==> src/rtl/morse_src_arbiter.sv <==
// N-source Morse key arbiter: grants one key source, forwards its key through a
// DELAY-stage line, and pulses the decoder reset when ownership moves between sources.
module morse_src_arbiter #(
  parameter int unsigned N_SRC    = 4,
  parameter int unsigned DELAY    = 5,
  parameter int unsigned RST_LEN  = 2,
  parameter int unsigned IDLE_CYC = 1000000,
  parameter int unsigned MODE     = 0
) (
  input  logic             clk,
  input  logic             ext_rst,
  input  logic [N_SRC-1:0] key_in,
  output logic             rst_out,
  output logic             d_out,
  output logic [N_SRC-1:0] owner,
  output logic             owner_valid
);

  localparam int unsigned     IW         = (IDLE_CYC > 0) ? $clog2(IDLE_CYC + 1) : 1;
  localparam int unsigned     PW         = $clog2(RST_LEN + 1);
  localparam logic [IW-1:0]   IDLE_LAST  = IW'((IDLE_CYC > 0) ? IDLE_CYC - 1 : 0);
  localparam logic [PW-1:0]   PULSE_LOAD = PW'(RST_LEN);

  typedef enum logic {ST_IDLE, ST_OWNED} state_t;

  state_t           r_state, w_state_next;
  logic [N_SRC-1:0] r_owner, w_owner_next;
  logic [N_SRC-1:0] w_lowest;
  logic [N_SRC-1:0] w_lower_mask;
  logic [IW-1:0]    r_idle_cnt, w_idle_next;
  logic [PW-1:0]    r_pulse_cnt, w_pulse_next;
  logic [DELAY-1:0] r_dly, w_dly_next;
  logic             w_found;
  logic             w_switch;
  logic             w_draw;
  logic             w_own_key;
  logic             w_preempt;

  // One-hot of the lowest-index asserted key.
  always_comb begin
    w_lowest = '0;
    w_found  = 1'b0;
    for (int unsigned i = 0; i < N_SRC; i++) begin
      if (key_in[i] && !w_found) begin
        w_lowest[i] = 1'b1;
        w_found     = 1'b1;
      end
    end
  end

  assign w_own_key    = |(key_in & r_owner);
  assign w_lower_mask = r_owner - N_SRC'(1);
  assign w_preempt    = (MODE == 1) && (|(key_in & w_lower_mask));

  always_comb begin
    w_state_next = r_state;
    w_owner_next = r_owner;
    w_idle_next  = r_idle_cnt;
    w_switch     = 1'b0;
    case (r_state)
      ST_IDLE: begin
        w_idle_next = '0;
        if (|key_in) begin
          w_state_next = ST_OWNED;
          w_owner_next = w_lowest;
        end
      end
      ST_OWNED: begin
        // Release takes precedence over pre-emption; a press in the release
        // cycle is re-evaluated from IDLE and therefore fires no pulse.
        if (IDLE_CYC == 0 || w_own_key) begin
          w_idle_next = '0;
        end else if (r_idle_cnt == IDLE_LAST) begin
          w_state_next = ST_IDLE;
          w_owner_next = '0;
          w_idle_next  = '0;
        end else if (r_idle_cnt != '1) begin
          w_idle_next = r_idle_cnt + IW'(1);
        end
        if (w_state_next == ST_OWNED && w_preempt) begin
          w_owner_next = w_lowest;
          w_switch     = 1'b1;
          w_idle_next  = '0;
        end
      end
      default: begin
        w_state_next = ST_IDLE;
        w_owner_next = '0;
        w_idle_next  = '0;
      end
    endcase
  end

  assign w_draw = |(key_in & w_owner_next);

  always_comb begin
    w_pulse_next = r_pulse_cnt;
    if (w_switch) begin
      w_pulse_next = PULSE_LOAD;
    end else if (r_pulse_cnt != '0) begin
      w_pulse_next = r_pulse_cnt - PW'(1);
    end
  end

  // A switch flushes the previous owner's tail but still captures the new owner's first sample.
  always_comb begin
    w_dly_next    = '0;
    w_dly_next[0] = w_draw;
    for (int unsigned i = 1; i < DELAY; i++) begin
      w_dly_next[i] = w_switch ? 1'b0 : r_dly[i-1];
    end
  end

  always_ff @(posedge clk or posedge ext_rst) begin
    if (ext_rst) begin
      r_state     <= ST_IDLE;
      r_owner     <= '0;
      r_idle_cnt  <= '0;
      r_pulse_cnt <= '0;
      r_dly       <= '0;
    end else begin
      r_state     <= w_state_next;
      r_owner     <= w_owner_next;
      r_idle_cnt  <= w_idle_next;
      r_pulse_cnt <= w_pulse_next;
      r_dly       <= w_dly_next;
    end
  end

  assign rst_out     = ext_rst | (r_pulse_cnt != '0);
  assign d_out       = r_dly[DELAY-1];
  assign owner       = r_owner;
  assign owner_valid = (r_state == ST_OWNED);

endmodule

==> config.mk <==
export PLATFORM = sky130hd
export DESIGN_NAME = morse_src_arbiter
export DESIGN_NICKNAME = d
export VERILOG_FILES = /design/src/rtl/morse_src_arbiter.sv
export SDC_FILE = /design/constraint.sdc
export NUM_CORES = 1
export LEC_CHECK = 0
export ABC_AREA = 1
export CELL_PAD_IN_SITES_DETAIL_PLACEMENT = 0
export CELL_PAD_IN_SITES_GLOBAL_PLACEMENT = 1
export CORE_ASPECT_RATIO = 1.4
export CORE_MARGIN = 3
export CORE_UTILIZATION = 53
export CTS_BUF_LIST = sky130_fd_sc_hd__clkbuf_8
export DETAILED_ROUTE_END_ITERATION = 8
export DONT_BUFFER_PORTS = 1
export PLACE_DENSITY = 0.83
export SYNTH_ARGS = -nofsm -noshare
export SYNTH_HDL_FRONTEND = slang
export SYNTH_SLANG_ARGS = --single-unit
export TNS_END_PERCENT = 100
==> constraint.sdc <==
create_clock -name clk -period 3.3 [get_ports clk]
set_input_delay 0.66 -clock clk [delete_from_list [all_inputs] [get_ports clk]]
set_output_delay 0.66 -clock clk [all_outputs]
set_load 0.01 [all_outputs]
==> impl_metrics.env, run 1 <==
export IMPL_cts_tree="built"
export IMPL_yosysWarnings=0
export IMPL_grt_pass1_wl_mm=6.879
export IMPL_ys_seq_area_share_pct=44.23
export IMPL_synth_ff_type="dfrtp_1"
export IMPL_max_slew_worst_pin_slew_ns=0.4585
export IMPL_final_setup_tns_ns=0
export IMPL_cts_htree_levels=2
export IMPL_grt_use_total_pct=21.50
export IMPL_irDropWorstVdd_v=0.0004222
export IMPL_synth_async_reset_ratio_pct=100.0
export IMPL_clk_pin_slew_ns=0.07
export IMPL_min_period_over_period_pct=62.07
export IMPL_ios=13
export IMPL_netlist_instances=229
export IMPL_post_cts_buffers=0
export IMPL_grt_antenna_before_repair=0
export IMPL_initial_core_util_pct=56.88
export IMPL_power_density_mw_per_mm2=499.9
export IMPL_dr_pass1_iters=4
export IMPL_ys_types=35
export IMPL_synth_seq_cells=32
export IMPL_critPathMaxStageDelay_ns=0.41
export IMPL_clk_latency_ns=0.29
export IMPL_first_global_vias=1546
export IMPL_ant_nets=0
export IMPL_maxSlewHeadroom_pct=69.32
export IMPL_cts_sinks=32
export IMPL_fin_nets=242
export IMPL_critPathCaptureType="flip-flop"
export IMPL_drive_above_1_share_pct=11.91
export IMPL_critPathBufInv=2
export IMPL_combinationalPowerShare_pct=10.8
export IMPL_synth_area_mm2=0.001810
export IMPL_port_buffers=0
export IMPL_fin_worst_skew_ns=0.004600
export IMPL_clock_root_buffer="clkbuf_8"
export IMPL_die_area_mm2=0.004163
export IMPL_slowest_stage="dfrtp_1"
export IMPL_power_switching_w=0.0002517
export IMPL_drv_cap=0
export IMPL_clockBufferDepth=2
export IMPL_grt_overflow=0
export IMPL_switching_share_pct=25.56
export IMPL_min_path_type="flip-flop to flip-flop"
export IMPL_crit_family="compound AO/OA/AOI/OAI gates"
export IMPL_hpwl_mm=2.981
export IMPL_cts_resized=0
export IMPL_clkPwrFrac_pct=42.1
export IMPL_setup_viol=0
export IMPL_syn_nets=237
export IMPL_wirelength_mm=4.034
export IMPL_setup_worst_path_class="flip-flop to flip-flop"
export IMPL_via_per_inst=5.511
export IMPL_crit_fanout=14
export IMPL_drc=0
export IMPL_rsz0062_at_grt="no"
export IMPL_cellInternalPower_w=0.0007328
export IMPL_die_y_um=75.16
export IMPL_hold_buffers=0
export IMPL_final_util_pct=61.87
export IMPL_fin_crit_ns=2.048
export IMPL_cp_start_kind="flip-flop"
export IMPL_crit_required_ns=3.47
export IMPL_fp_dieW_um=55.40
export IMPL_cts_buffers=5
export IMPL_status="completed"
export IMPL_sequentialPowerShare_pct=47.1
export IMPL_finalHoldViolCount=0
export IMPL_vias=1510
export IMPL_timing_final_max_slew_violations=0
export IMPL_antenna_cells=0
export IMPL_clock_fmax_ghz=0.4882
export IMPL_core_area_mm2=0.003183
export IMPL_drt_iter0_drc=49
export IMPL_crit_chain="ha_1 -> nand3_2 -> inv_1 -> nand3_1 -> o21ai_4 -> inv_2 -> o21ai_1 -> a21oi_1"
export IMPL_avgSynthCellArea_um2=7.906
export IMPL_area_delta_synth_final_pct=8.777
export IMPL_rows=24
export IMPL_grt_max_degree=33
export IMPL_synth_edf_count=0
export IMPL_gp_congestion=0.8534
export IMPL_cellLeakagePower_nw=0.9455
export IMPL_wl_per_cell_um=14.72
export IMPL_cp_arrival_ns=2.22
cells by family after synthesis:
family          count (synthesis)  synth area share (%)
compound gates                 33                 11.06
xor+xnor                        1                0.4838
fa+ha+maj                       2                 1.382
buf+inv                        32                 7.326
flops                          32                 44.23
simple gates                  129                 35.52
through the flow:
stage | hold slack (ns) | power (W) | cell area, µm² | instances | setup slack (ns)
floorplan | 0.3312 | 0.0005499 | 1810 | 229 | 1.073
global placement | 0.3333 | 0.0005719 | 1843 | 266 | 1.419
detailed placement | 0.3409 | 0.0005790 | 1843 | 266 | 1.277
CTS | 0.3604 | 0.0009975 | 1969 | 274 | 1.268
global route | 0.3718 | 0.001038 | 1969 | 274 | 1.080
finish | 0.3533 | 0.0009845 | 1969 | 274 | 1.252
placed cells by master (no fill, tap or decap), drive strengths merged:
| master | n |
|---|---|
| nor3 | 7 |
| clkbuf | 7 |
| nand2 | 50 |
| nand3 | 23 |
| inv | 29 |
| o211a | 1 |
| o21a | 1 |
| or3 | 1 |
| nor4 | 1 |
| nor2 | 40 |
| o21ai | 15 |
| o31a | 1 |
| xnor2 | 1 |
| bufinv | 1 |
| a31oi | 3 |
| nand3b | 1 |
| dfrtp | 32 |
| nand4 | 6 |
| o211ai | 2 |
| a21oi | 10 |
| buf | 1 |
| ha | 2 |
worst reg2reg max path, delay by kind of cell, from the launching register on:
family,cells,cell delay (ns)
flip-flops,1,0.41
buffers and inverters,2,0.31
adder cells (fa/ha/maj),1,0.23
AO/OA/AOI/OAI,3,0.68
AND/OR/NAND/NOR,2,0.30
registers in the layout, summed over array words and instances (netlist names):
register / count
r_pulse_cnt: 2
owner_valid: 1
r_dly: 5
owner: 4
r_idle_cnt: 20
cell usage after synthesis (2+ instances only):
library cell,n,area share [%]
o21ai_0,12,3.3
nand2_2,4,1.4
o21ai_1,2,0.55
o211ai_1,2,0.83
dfrtp_1,32,44
inv_1,27,5.6
nand4_1,4,1.4
nor2_1,34,7.0
nand3_1,22,6.1
inv_2,2,0.41
a21oi_1,9,2.5
nor2_4,4,2.5
nand2_1,45,9.3
a31oi_1,3,1.0
ha_1,2,1.4
nor3_1,6,1.7
path summary, 6_finish.rpt:
path	from	endpoint	slack [ns]	cells after the start
min in group asynchronous	ext_rst	r_idle_cnt[3]	0.37	2
max in group asynchronous	ext_rst	r_idle_cnt[7]	2.64	2
setup reg to reg	r_idle_cnt[0]	r_idle_cnt[17]	1.25	8
setup / recovery	r_idle_cnt[0]	r_idle_cnt[17]	1.25	8
hold reg to reg	r_dly[2]	r_dly[3]	0.35	0
hold / removal	r_dly[2]	r_dly[3]	0.35	0
power by group through the flow:
stage | Sequential [W] | Combinational [W] | Clock [W]
CTS | 0.000464 | 0.000108 | 0.000425
global placement | 0.000468 | 0.000104 | 0
floorplan | 0.000463 | 0.0000866 | 0
global route | 0.000470 | 0.000125 | 0.000444
finish | 0.000464 | 0.000106 | 0.000414
detailed placement | 0.000472 | 0.000107 | 0
metal layers:
layer  track usage (%)  wire [µm]
met2             39.47       2123
met1             22.73       1652
met5                 0          0
met3             5.489        169
met4             11.62         90
area by class of cell:
cell class	instances	area (µm²)
multi-input cells	165	877.1
clock buffers	7	96.34
flip-flops and latches	32	800.8
well taps	39	48.80
clock inverters	1	30.03
fillers	297	1214
repair buffers	1	7.507
inverters	29	108.9
(Power assumes the default switching activity.)
==> run 2, diff against run 1 <==
--- a/config.mk
+++ b/config.mk
@@ -10,11 +10,11 @@
 export CELL_PAD_IN_SITES_GLOBAL_PLACEMENT = 1
 export CORE_ASPECT_RATIO = 1.4
 export CORE_MARGIN = 3
-export CORE_UTILIZATION = 53
+export CORE_UTILIZATION = 44
 export CTS_BUF_LIST = sky130_fd_sc_hd__clkbuf_8
 export DETAILED_ROUTE_END_ITERATION = 8
 export DONT_BUFFER_PORTS = 1
-export PLACE_DENSITY = 0.83
+export PLACE_DENSITY = 0.73
 export SYNTH_ARGS = -nofsm -noshare
 export SYNTH_HDL_FRONTEND = slang
 export SYNTH_SLANG_ARGS = --single-unit
==> constraint.sdc (replaced) <==
create_clock -name clk -period 1.8 [get_ports clk]
set_input_delay 0.36 -clock clk [delete_from_list [all_inputs] [get_ports clk]]
set_output_delay 0.36 -clock clk [all_outputs]
set_load 0.01 [all_outputs]
==> run 2 against run 1 <==
Compared with the run above:
- global-route usage decreased by 2.9 points
- sequential power increased by 85%
- count of clock-buffer cells in the layout unchanged
- sequential share of layout area decreased by 2.7 points
- highest routed layer unchanged
==> impl_metrics.env, run 2 (synthesized netlist as in run 1, its figures left out) <==
export IMPL_status="completed"
export IMPL_cts_htree_levels=2
export IMPL_setup_worst_path_class="flip-flop to flip-flop"
export IMPL_clockBufferDepth=2
export IMPL_cts_buffers=5
export IMPL_wl_per_cell_um=14.41
export IMPL_vias=1546
export IMPL_grt_pass1_wl_mm=6.796
export IMPL_core_area_mm2=0.003953
export IMPL_largest_reg_flops=20
export IMPL_finalHoldViolCount=0
export IMPL_fp_dieW_um=60.22
export IMPL_die_area_mm2=0.004932
export IMPL_antenna_cells=0
export IMPL_setup_viol=0
export IMPL_first_global_vias=1497
export IMPL_clock_fmax_ghz=0.5818
export IMPL_top_register="r_idle_cnt"
export IMPL_grt_max_degree=33
export IMPL_cp_start_kind="flip-flop"
export IMPL_crit_fanout=9
export IMPL_maxSlewHeadroom_pct=72.77
export IMPL_fin_crit_ns=1.719
export IMPL_wirelength_mm=4.135
export IMPL_clk_pin_slew_ns=0.06
export IMPL_timing_final_max_slew_violations=0
export IMPL_hold_buffers=0
export IMPL_max_slew_worst_pin_slew_ns=0.4084
export IMPL_hold_slack_ns=0.08254
export IMPL_port_buffers=0
export IMPL_grt_use_total_pct=18.60
export IMPL_hpwl_mm=3.082
export IMPL_cts_tree="built"
export IMPL_rows=27
export IMPL_cts_sinks=32
export IMPL_area_delta_synth_final_pct=16.52
export IMPL_clock_root_buffer="clkbuf_8"
export IMPL_irDropWorstVdd_v=0.0006261
export IMPL_rsz0062_at_grt="yes"
export IMPL_clk_latency_ns=0.28
export IMPL_nFillCells=387
export IMPL_min_path_type="input pin to async pin"
export IMPL_drv_cap=0
export IMPL_cellLeakagePower_nw=1.003
export IMPL_fin_nets=251
export IMPL_initial_core_util_pct=45.81
export IMPL_min_period_over_period_pct=95.50
export IMPL_grt_antenna_before_repair=0
export IMPL_grt_overflow=0
export IMPL_drt_iter0_drc=51
export IMPL_gp_congestion=0.8126
export IMPL_ios=13
export IMPL_drc=0
export IMPL_drive_above_1_share_pct=18.44
export IMPL_final_cell_mix="nand2_1 (44), nor2_1 (33), dfrtp_1 (32)"
export IMPL_ant_nets=0
export IMPL_critPathCaptureType="flip-flop"
export IMPL_fin_worst_skew_ns=0.004193
export IMPL_final_common_cell="nand2_1"
export IMPL_cp_arrival_ns=1.93
export IMPL_final_util_pct=53.37
export IMPL_r2r_cells=9
export IMPL_dr_pass1_iters=4
export IMPL_crit_required_ns=2.01
export IMPL_power_density_mw_per_mm2=874.0
export IMPL_via_per_inst=5.387
export IMPL_die_y_um=81.90
-- run 2: cell types whose count changed in the layout (fill, tap and decap cells not counted), sizes merged --
| cell | before | now |
|---|---|---|
| buf | 1 | 9 |
| nand2 | 50 | 51 |
-- run 2: critical path, stage by stage, from the launching register on --
cell      delay (ns)
dfrtp_1         0.41
ha_4            0.17
nand3_4         0.10
nor2_4          0.18
nand4_4         0.14
nor2_4          0.25
nand2_8         0.11
nand3b_1        0.10
nand2_1         0.07
a21oi_2         0.11
-- run 2: area by class of cell --
class                           instances  area, µm²  area share [%]
Sequential cell                        32      800.8           37.96
Multi-Input combinational cell        166      952.2           45.14
Clock buffer                            7      96.34           4.567
Clock inverter                          1      30.03           1.423
Inverter                               29      108.9           5.160
Tap cell                               43      53.80           2.550
Timing Repair Buffer                    9      67.56           3.203
-- run 2: what timing repair did --
action                                  in CTS  in global routing
cloned                                       0                  1
pin swaps                                    0                  4
endpoints found under the setup margin       3                 17
setup buffers                                0                  5
gates resized for setup                      1                 12
-- run 2: path summary, 6_finish.rpt --
check                               from        endpoint  slack [ns]
max                        r_idle_cnt[1]   r_idle_cnt[8]        0.08
min reg2reg                     r_dly[2]        r_dly[3]        0.35
min                              ext_rst        r_dly[1]        0.08
max reg2reg                r_idle_cnt[1]   r_idle_cnt[8]        0.08
min in group clk               key_in[3]        r_dly[0]        0.21
max in group asynchronous        ext_rst  r_idle_cnt[13]        1.43
-- run 2: layer usage --
metal	vias to the layer above	GRT usage [%]	wire, µm	part of all wire [%]
li1	780	-	-	-
met1	730	20.53	1684	41
met2	29	33.87	2226	54
met3	7	4.245	155	3.7
met4	0	6.652	69	1.7
met5	-	0	0	0
-- run 2: power by group --
group,total [W],leakage (nW),internal (W),switching (W)
Combinational,0.000248,0.511,0.000104,0.000144
Sequential,0.000859,0.428,0.000787,0.0000719
Clock,0.000737,0.0645,0.000488,0.000249
-- run 2: per-stage QoR --
stage	TNS (ns)	cell area [µm²]	setup slack (ns)	total power, W	cells
5_1_grt	-0.1660	2110	-0.03205	0.001945	287
3_3_place_gp	-0.005206	1871	-0.003754	0.001063	273
4_1_cts	0	2003	0.02410	0.001818	281
6_report	0	2110	0.08106	0.001844	287
2_1_floorplan	0	1810	0.1728	0.001008	229
3_5_place_dp	-0.02559	1871	-0.01588	0.001072	273
==> run 3, diff against run 2 <==
--- a/config.mk
+++ b/config.mk
@@ -15,6 +15,7 @@
 export DETAILED_ROUTE_END_ITERATION = 8
 export DONT_BUFFER_PORTS = 1
 export PLACE_DENSITY = 0.73
+export SETUP_SLACK_MARGIN = 0.4
 export SYNTH_ARGS = -nofsm -noshare
 export SYNTH_HDL_FRONTEND = slang
 export SYNTH_SLANG_ARGS = --single-unit
==> run 3 against run 2 <==
Compared with the run above:
- non-clock buffer count rose by 16
- critical path type unchanged
- combinational power rose by 42%
- highest routed layer unchanged
- maximum frequency is 2.3% higher
- via count increased by 7.2%
- routed wire length grew 11%
==> impl_metrics.env, run 3 (synthesized netlist as in run 1, its figures left out) <==
export IMPL_status="completed"
export IMPL_clockBufferDepth=2
export IMPL_final_cell_mix="nand2_1 (42), dfrtp_1 (31), nor2_1 (27)"
export IMPL_fin_worst_skew_ns=0.008657
export IMPL_wirelength_mm=4.580
export IMPL_final_setup_tns_ns=0
export IMPL_grt_antenna_before_repair=0
export IMPL_clk_latency_ns=0.29
export IMPL_ios=13
export IMPL_clock_fmax_ghz=0.5952
export IMPL_clk_pin_slew_ns=0.07
export IMPL_crit_fanout=3
export IMPL_cp_start_kind="flip-flop"
export IMPL_cp_arrival_ns=1.89
export IMPL_cts_buffers=5
export IMPL_maxSlewHeadroom_pct=72.83
export IMPL_final_common_cell="nand2_1"
export IMPL_grt_max_degree=33
export IMPL_clock_root_buffer="clkbuf_8"
export IMPL_critPathCaptureType="flip-flop"
export IMPL_grt_pass1_wl_mm=7.610
export IMPL_drt_iter0_drc=58
export IMPL_finalHoldViolCount=0
export IMPL_die_y_um=81.90
export IMPL_fin_ws_ns=0.1199
export IMPL_ant_nets=0
export IMPL_drive_above_1_share_pct=31.27
export IMPL_cts_htree_levels=2
export IMPL_area_delta_synth_final_pct=27.02
export IMPL_max_slew_worst_pin_slew_ns=0.4076
export IMPL_antenna_cells=0
export IMPL_fin_crit_ns=1.680
export IMPL_drv_cap=0
export IMPL_vias=1657
export IMPL_drc=0
export IMPL_via_per_inst=5.487
export IMPL_gp_congestion=0.8129
export IMPL_largest_reg_flops=20
export IMPL_dr_pass1_iters=4
export IMPL_grt_overflow=0
export IMPL_hpwl_mm=3.215
export IMPL_rsz0062_at_grt="yes"
export IMPL_wl_per_cell_um=15.17
export IMPL_core_area_mm2=0.003953
export IMPL_first_global_vias=1632
export IMPL_rows=27
export IMPL_timing_final_max_slew_violations=0
export IMPL_initial_core_util_pct=45.81
export IMPL_min_period_over_period_pct=93.34
export IMPL_fp_dieW_um=60.22
export IMPL_grt_use_total_pct=21.00
export IMPL_setup_viol=0
export IMPL_cts_sinks=32
export IMPL_cellLeakagePower_nw=1.066
export IMPL_port_buffers=0
export IMPL_crit_required_ns=2.01
export IMPL_power_density_mw_per_mm2=745.6
export IMPL_die_area_mm2=0.004932
export IMPL_fin_nets=267
export IMPL_irDropWorstVdd_v=0.0006179
export IMPL_top_register="r_idle_cnt"
export IMPL_min_path_type="input pin to async pin"
export IMPL_setup_worst_path_class="flip-flop to flip-flop"
export IMPL_hold_buffers=0
export IMPL_cts_tree="built"
export IMPL_dp_slack_ns=0.09222
export IMPL_finalPower_w=0.001715
[run 3: changes by cell type in the layout (fill, tap and decap cells not counted), moves of 2 or more]
cell / change
nand3_2: +7
inv_4: +3
nor2_2: +5
nand3_1: -7
inv_1: -2
nor2_1: -6
nand2_2: +2
buf_6: +4
buf_4: +11
a21oi_2: +2
clkbuf_8: -2
a21oi_1: -2
nand2_1: -2
[run 3: final cells by class]
| cell class | count | area (µm²) |
|---|---|---|
| multi-input cells | 166 | 1031 |
| flip-flops and latches | 32 | 802.0 |
| clock buffers | 5 | 68.82 |
| inverters | 29 | 120.1 |
| fillers | 353 | 1653 |
| well taps | 43 | 53.80 |
| repair buffers | 25 | 215.2 |
| clock inverters | 2 | 8.758 |
[run 3: timing repair]
item / CTS / global route
setup buffers: 8 / 8
resized for setup: 16 / 24
gates cloned: 0 / 1
endpoints found under the setup margin: 27 / 27
pin swaps: 5 / 12
[run 3: routing by layer]
metal | global-route usage (%) | share of wire (%) | vias up
li1 | - | - | 810
met1 | 22.76 | 38 | 791
met2 | 38.42 | 55 | 48
met3 | 4.245 | 5.2 | 8
met4 | 8.869 | 1.8 | 0
met5 | 0 | 0 | -
[run 3: worst max-delay path, cell delays in order (launching register included)]
cell	delay, ns
dfrtp_1	0.41
ha_4	0.17
nand3_4	0.11
nor2_4	0.14
nand4_4	0.11
buf_4	0.16
nor3_4	0.16
buf_6	0.13
o21ai_2	0.07
a21oi_1	0.14
[run 3: path summary, 6_finish.rpt]
kind	startpoint	end	slack, ns	depth (start not counted)
max in group asynchronous	ext_rst	r_idle_cnt[4]	1.42	2
setup / recovery	r_idle_cnt[0]	r_idle_cnt[17]	0.12	9
hold / removal	ext_rst	owner[2]	0.07	2
min in group clk	key_in[3]	r_dly[0]	0.18	2
hold reg to reg	r_dly[0]	r_dly[1]	0.35	0
setup reg to reg	r_idle_cnt[0]	r_idle_cnt[17]	0.12	9
[run 3: through the flow]
stage               cell area [µm²]  hold WS [ns]  utilization (%)  instances
finish                         2300       0.06635            58.18        302
global route                   2300       0.09596            58.18        302
CTS                            2136       0.07838            54.04        293
detailed placement             1927        0.3379            48.75        278
global placement               1927        0.3321            48.75        278
floorplan                      1836        0.2924                -        229
[run 3: power by group]
group          switching [W]  internal, W
sequential         0.0000676     0.000787
clock               0.000253     0.000256
combinational       0.000187     0.000163
